===== config.mk =====
export PLATFORM = sky130hd
export DESIGN_NAME = move_writer
export DESIGN_NICKNAME = d
export VERILOG_FILES = /design/src/rtl/move_writer.sv
export SDC_FILE = /design/constraint.sdc
export NUM_CORES = 1
export LEC_CHECK = 0
export ABC_AREA = 1
export BUFFER_PORTS_ARGS = -buffer_cell sky130_fd_sc_hd__buf_2
export CORE_AREA = 2 2 50 87
export DETAILED_ROUTE_END_ITERATION = 8
export DIE_AREA = 0 0 52 89
export GPL_ROUTABILITY_DRIVEN = 0
export HOLD_SLACK_MARGIN = 0.06
export MAX_ROUTING_LAYER = met4
export PLACE_DENSITY = 0.65
export SYNTH_ARGS = -nofsm -noshare
export SYNTH_HDL_FRONTEND = slang
export SYNTH_SLANG_ARGS = --single-unit

===== constraint.sdc =====
create_clock -name clk -period 2.2 [get_ports clk]
set_input_delay 0.55 -clock clk [delete_from_list [all_inputs] [get_ports clk]]
set_output_delay 0.55 -clock clk [all_outputs]
set_load 0.02 [all_outputs]

===== src/rtl/move_writer.sv =====
// move_writer: sole owner of the nine-cell board; accepts, validates and commits player moves.
// Optional turn-forfeit timer is built only when MOVE_TIMEOUT_EN is defined.
`default_nettype none

module move_writer #(
  parameter int FIRST_PLAYER   = 0,
  parameter int TIMEOUT_CYCLES = 500
) (
  input  logic       clk,
  input  logic       rst_n,
  input  logic       clear,
  input  logic       game_over,
  input  logic       move_valid,
  input  logic [3:0] move_pos,
  output logic       move_ready,
  output logic       move_accept,
  output logic       move_illegal,
  output logic       turn,
  output logic [3:0] move_count,
  output logic [1:0] pos1,
  output logic [1:0] pos2,
  output logic [1:0] pos3,
  output logic [1:0] pos4,
  output logic [1:0] pos5,
  output logic [1:0] pos6,
  output logic [1:0] pos7,
  output logic [1:0] pos8,
  output logic [1:0] pos9,
  output logic       timeout
);

  localparam logic [1:0] ST_READY  = 2'd0;
  localparam logic [1:0] ST_CHECK  = 2'd1;
  localparam logic [1:0] ST_LOCKED = 2'd2;
  localparam logic       FIRST_TURN = FIRST_PLAYER[0];

  logic [1:0]       state_q, state_d;
  logic [8:0][1:0]  board_q, board_d;
  logic             turn_q, turn_d;
  logic [3:0]       count_q, count_d;
  logic [3:0]       pos_q, pos_d;
  logic             ready_q, ready_d;
  logic             accept_q, accept_d;
  logic             illegal_q, illegal_d;
  logic             hit, cell_empty, lock_next;

`ifdef MOVE_TIMEOUT_EN
  localparam logic [15:0] IDLE_LAST = 16'(TIMEOUT_CYCLES - 1);
  logic [15:0] idle_q, idle_d;
  logic        timeout_q, timeout_d;
`endif

  always_comb begin
    state_d    = state_q;
    board_d    = board_q;
    turn_d     = turn_q;
    count_d    = count_q;
    pos_d      = pos_q;
    ready_d    = ready_q;
    accept_d   = 1'b0;
    illegal_d  = 1'b0;
    hit        = 1'b0;
    cell_empty = 1'b0;
    lock_next  = 1'b0;
`ifdef MOVE_TIMEOUT_EN
    idle_d     = idle_q;
    timeout_d  = 1'b0;
`endif

    // Out-of-range positions never match any cell, so they fall out as illegal.
    for (int i = 0; i < 9; i++) begin
      if (pos_q == 4'(i + 1)) begin
        hit        = 1'b1;
        cell_empty = (board_q[i] == 2'b00);
      end
    end

    if (clear) begin
      state_d = ST_READY;
      board_d = '0;
      turn_d  = FIRST_TURN;
      count_d = 4'd0;
      pos_d   = 4'd0;
      ready_d = 1'b1;
`ifdef MOVE_TIMEOUT_EN
      idle_d  = 16'd0;
`endif
    end else begin
      case (state_q)
        ST_READY: begin
          if (game_over) begin
            state_d = ST_LOCKED;
            ready_d = 1'b0;
`ifdef MOVE_TIMEOUT_EN
            idle_d  = 16'd0;
`endif
          end else if (move_valid && ready_q) begin
            pos_d   = move_pos;
            state_d = ST_CHECK;
            ready_d = 1'b0;
`ifdef MOVE_TIMEOUT_EN
            idle_d  = 16'd0;
`endif
          end else begin
`ifdef MOVE_TIMEOUT_EN
            if (idle_q >= IDLE_LAST) begin
              idle_d    = 16'd0;
              turn_d    = ~turn_q;
              timeout_d = 1'b1;
            end else begin
              idle_d = idle_q + 16'd1;
            end
`endif
          end
        end
        ST_CHECK: begin
          if (hit && cell_empty) begin
            for (int i = 0; i < 9; i++) begin
              if (pos_q == 4'(i + 1)) board_d[i] = turn_q ? 2'b10 : 2'b01;
            end
            turn_d    = ~turn_q;
            count_d   = count_q + 4'd1;
            accept_d  = 1'b1;
            lock_next = (count_q == 4'd8) || game_over;
          end else begin
            illegal_d = 1'b1;
            lock_next = game_over;
          end
          state_d = lock_next ? ST_LOCKED : ST_READY;
          ready_d = ~lock_next;
`ifdef MOVE_TIMEOUT_EN
          idle_d  = 16'd0;
`endif
        end
        ST_LOCKED: begin
          ready_d = 1'b0;
        end
        default: begin
          state_d = ST_READY;
          ready_d = 1'b1;
        end
      endcase
    end
  end

  always_ff @(posedge clk or negedge rst_n) begin
    if (!rst_n) begin
      state_q   <= ST_READY;
      board_q   <= '0;
      turn_q    <= FIRST_TURN;
      count_q   <= 4'd0;
      pos_q     <= 4'd0;
      ready_q   <= 1'b1;
      accept_q  <= 1'b0;
      illegal_q <= 1'b0;
    end else begin
      state_q   <= state_d;
      board_q   <= board_d;
      turn_q    <= turn_d;
      count_q   <= count_d;
      pos_q     <= pos_d;
      ready_q   <= ready_d;
      accept_q  <= accept_d;
      illegal_q <= illegal_d;
    end
  end

`ifdef MOVE_TIMEOUT_EN
  always_ff @(posedge clk or negedge rst_n) begin
    if (!rst_n) begin
      idle_q    <= 16'd0;
      timeout_q <= 1'b0;
    end else begin
      idle_q    <= idle_d;
      timeout_q <= timeout_d;
    end
  end

  assign timeout = timeout_q;
`else
  // Timer absent: the output is a constant zero that still references the parameter.
  assign timeout = 1'b0 & (TIMEOUT_CYCLES > 0);
`endif

  assign move_ready   = ready_q;
  assign move_accept  = accept_q;
  assign move_illegal = illegal_q;
  assign turn         = turn_q;
  assign move_count   = count_q;
  assign pos1 = board_q[0];
  assign pos2 = board_q[1];
  assign pos3 = board_q[2];
  assign pos4 = board_q[3];
  assign pos5 = board_q[4];
  assign pos6 = board_q[5];
  assign pos7 = board_q[6];
  assign pos8 = board_q[7];
  assign pos9 = board_q[8];

endmodule

`default_nettype wire


==> summary.md <==
| Metric | Value |
|---|---|
| Status | `finished clean` |
| Worst Hold Class | `in -> async` |
| Syn-to-layout area delta | `18.26%` |
| Worst clock skew | `5.152 ps` |
| RSZ-0062 raised after global routing | `no` |
| Hold_buf cts | `0` |
| #FFs+latches synth | `32` |
| WP data required | `2380 ps` |
| Total GRT Usage | `20.38%` |
| Drt drc | `0` |
| Fin nets | `265` |
| Slew headroom | `52.17%` |
| Final std cells w/o fill | `303` |
| Cell family with most CP delay | `simple AND/OR/NAND/NOR gates` |
| Placed cells | `295` |
| Routed wire length | `3.972 mm` |
| Postcts setup bufs | `0` |
| DR iter-0 viols | `29` |
| Post-CTS Resized | `0` |
| Pleak | `1.078 nW` |
| Setup Viol. Count Final | `0` |
| Fraction of layout cells with a size suffix above 1 | `25.49%` |
| Max Cap Viol | `0` |
| Via-per-instance ratio | `4.974` |
| Drt first pass iters | `4` |
| Die Y | `89 um` |
| Initial Util | `43.79%` |
| Sequential fraction of the synthesis area | `47.38%` |
| Async set or reset register ratio after synthesis | `100.0%` |
| Ys Warns | `0` |
| Ys flop type | `dfrtp_1` |
| Fin crit share | `84.03%` |
| Mapped Avg Cell Area | `7.874 um^2` |
| Via count | `1,507` |
| GR Overflow Total | `0` |
| Cell area after synthesis | `1693 um^2` |
| Std-Cell Rows | `30` |
| WP buf/inv | `2` |
| Most common cell after layout, fill and taps aside | `nand2_1` |
| Cells after Synth | `215` |
| Dpl hpwl | `2.975 mm` |
| Antenna violations before repair | `0` |
| Reg2reg path depth | `10` |
| Most frequent cells in the layout | `73 x nand2_1, 34 x buf_2, 31 x dfrtp_1, 25 x nand3_1, 20 x nor2_1` |
| Vias in the first global route | `1,474` |
| # IOs | `36` |
| Post-layout min period | `1849 ps` |
| Crit path max-delay cell type | `dfrtp_1` |
| Final-report hold violation count | `0` |
| Placeable Area | `3866 um^2` |
| Die width | `52 um` |
| Most common cell on crit path | `nand2_1` |
| Maximum clock path buffer count | `2` |
| Crit path depth | `10` |
| Post-synth cell types | `31` |
| TritonCTS buffer count | `5` |
| Power Density | `634.2 nW/um^2` |
| Reg clk slew, reported paths | `70 ps` |
| Worst path arrival time | `2030 ps` |
| N_diodes | `0` |
| Clock latency on the worst-skew pair | `290 ps` |
| Critical Path Fanout Max | `6` |
| Crit Path Class | `reg -> reg` |
| Root buf cell | `clkbuf_8` |
| Mapped Nets | `226` |
| Die area | `4628 um^2` |
| Worst setup SP type | `flop` |
| CTS tree | `done` |
| First-pass GRT wire length | `6.617 mm` |
| Setup TNS | `0 ps` |
| ANT nets after route | `0` |
| Routed len/inst | `13.11 um` |
| PortBufs | `34` |
| Clk sinks | `32` |
| Kind of end point of the critical path | `flop` |
| H-tree depth | `2` |
| Worst path max stage delay | `420 ps` |
| Crit-path cells | `inv_2 -> nor2_1 -> nand2_1 -> nor2_1 -> nor3_1 -> nand4_4 -> nand4_1 -> clkinv_1 -> nand2_1 -> nand2_1` |
| Final count of pins violating max slew | `0` |
| Max VDD drop | `388.3 uV` |
| Number of synthesized flops with an enable pin | `0` |
| Worst slew pin tran | `717.5 ps` |
| FMAX | `540.9 MHz` |
| Largest net degree at the start of global routing | `33` |
==> power by group <==
group | internal (mW) | switching [mW] | total, mW
logic | 0.0508 | 0.120 | 0.171
registers | 0.614 | 0.0212 | 0.635
clock network | 0.255 | 0.209 | 0.464
total | 0.920 | 0.350 | 1.27
==> logic make-up (layout without fill, tap and decap cells) <==
kind of cell	after synthesis	after routing	share of synthesized area, %
flip-flops	32	32	47.38
other	1	1	0.2215
XOR/XNOR	2	2	1.035
AO/OA/AOI/OAI	16	16	4.951
adder cells (fa/ha/maj)	2	2	1.478
AND/OR/NAND/NOR	141	141	39.62
buffers and inverters	21	61	5.321
==> per-layer routing <==
metal  routed length [um]  GRT usage, %
met1                 1577         20.92
met2                 2163         35.79
met3                  115         4.013
met4                  114         10.53
met5                    0             -
==> cell usage after synthesis, types with 2 or more instances <==
cell type / number / area [um^2]
or2_2: 2 / 12.51
nor3_1: 2 / 10.01
o21ai_1: 3 / 15.01
nand2_4: 2 / 22.52
inv_1: 10 / 37.54
nor2_1: 20 / 75.07
nor2_2: 5 / 31.28
inv_2: 6 / 22.52
ha_1: 2 / 25.02
or3_4: 2 / 22.52
nand4_1: 5 / 31.28
nand2_1: 73 / 274.0
nand3_1: 25 / 125.1
o21ai_0: 11 / 55.05
dfrtp_1: 31 / 775.7
==> through the flow <==
step           cell area [um^2]  setup slack, ps  total power, mW  util (%)  hold WS (ps)
3_3_place_gp               1912            354.1           0.8175     49.45         472.2
6_report                   2002            351.4            1.270     51.78         314.4
5_1_grt                    2002            164.8            1.342     51.78         378.1
2_1_floorplan              1693            548.1           0.7613         -         254.4
3_5_place_dp               1912            348.4           0.8188     49.45         472.2
4_1_cts                    2002            335.0            1.290     51.78         344.8
==> state kept, by name (all words and copies together) (netlist names), 2 cells and up <==
| name | cells |
|---|---|
| pos2 | 2 |
| pos4 | 2 |
| pos3 | 2 |
| pos7 | 2 |
| pos5 | 2 |
| pos8 | 2 |
| pos_q | 4 |
| pos1 | 2 |
| move_count | 4 |
| pos6 | 2 |
| state_q | 2 |
| pos9 | 2 |
==> cell type report <==
type                    count  area [um^2]
well taps                  48        60.06
clock buffers               8        90.09
fillers                   404         1864
flip-flops and latches     32        802.0
multi-input cells         162        800.8
repair buffers             36        185.2
inverters                  17        63.81
==> worst paths after layout <==
path                                      startpoint                        end  slack [ps]
worst max register to register  pos_q[0]$_DFFE_PN0P_        pos1[1]$_DFFE_PN0P_         350
worst max-delay path            pos_q[0]$_DFFE_PN0P_        pos1[1]$_DFFE_PN0P_         350
worst min register to register   pos5[1]$_DFFE_PN0P_        pos5[1]$_DFFE_PN0P_         480
min in group clk                         move_pos[0]       pos_q[0]$_DFFE_PN0P_         470
worst min-delay path                           rst_n        pos1[1]$_DFFE_PN0P_         310
max in group asynchronous                      rst_n  move_count[2]$_DFFE_PN0P_        1420
==> worst register-to-register path: stages, from the launching register on <==
cell and delay (ps):
dfrtp_1 420, inv_2 100, nor2_1 70, nand2_1 140, nor2_1 70, nor3_1 300, nand4_4 210, nand4_1 210
clkinv_1 110, nand2_1 70, nand2_1 50
No activity file was read; power rests on OpenSTA's default activity.
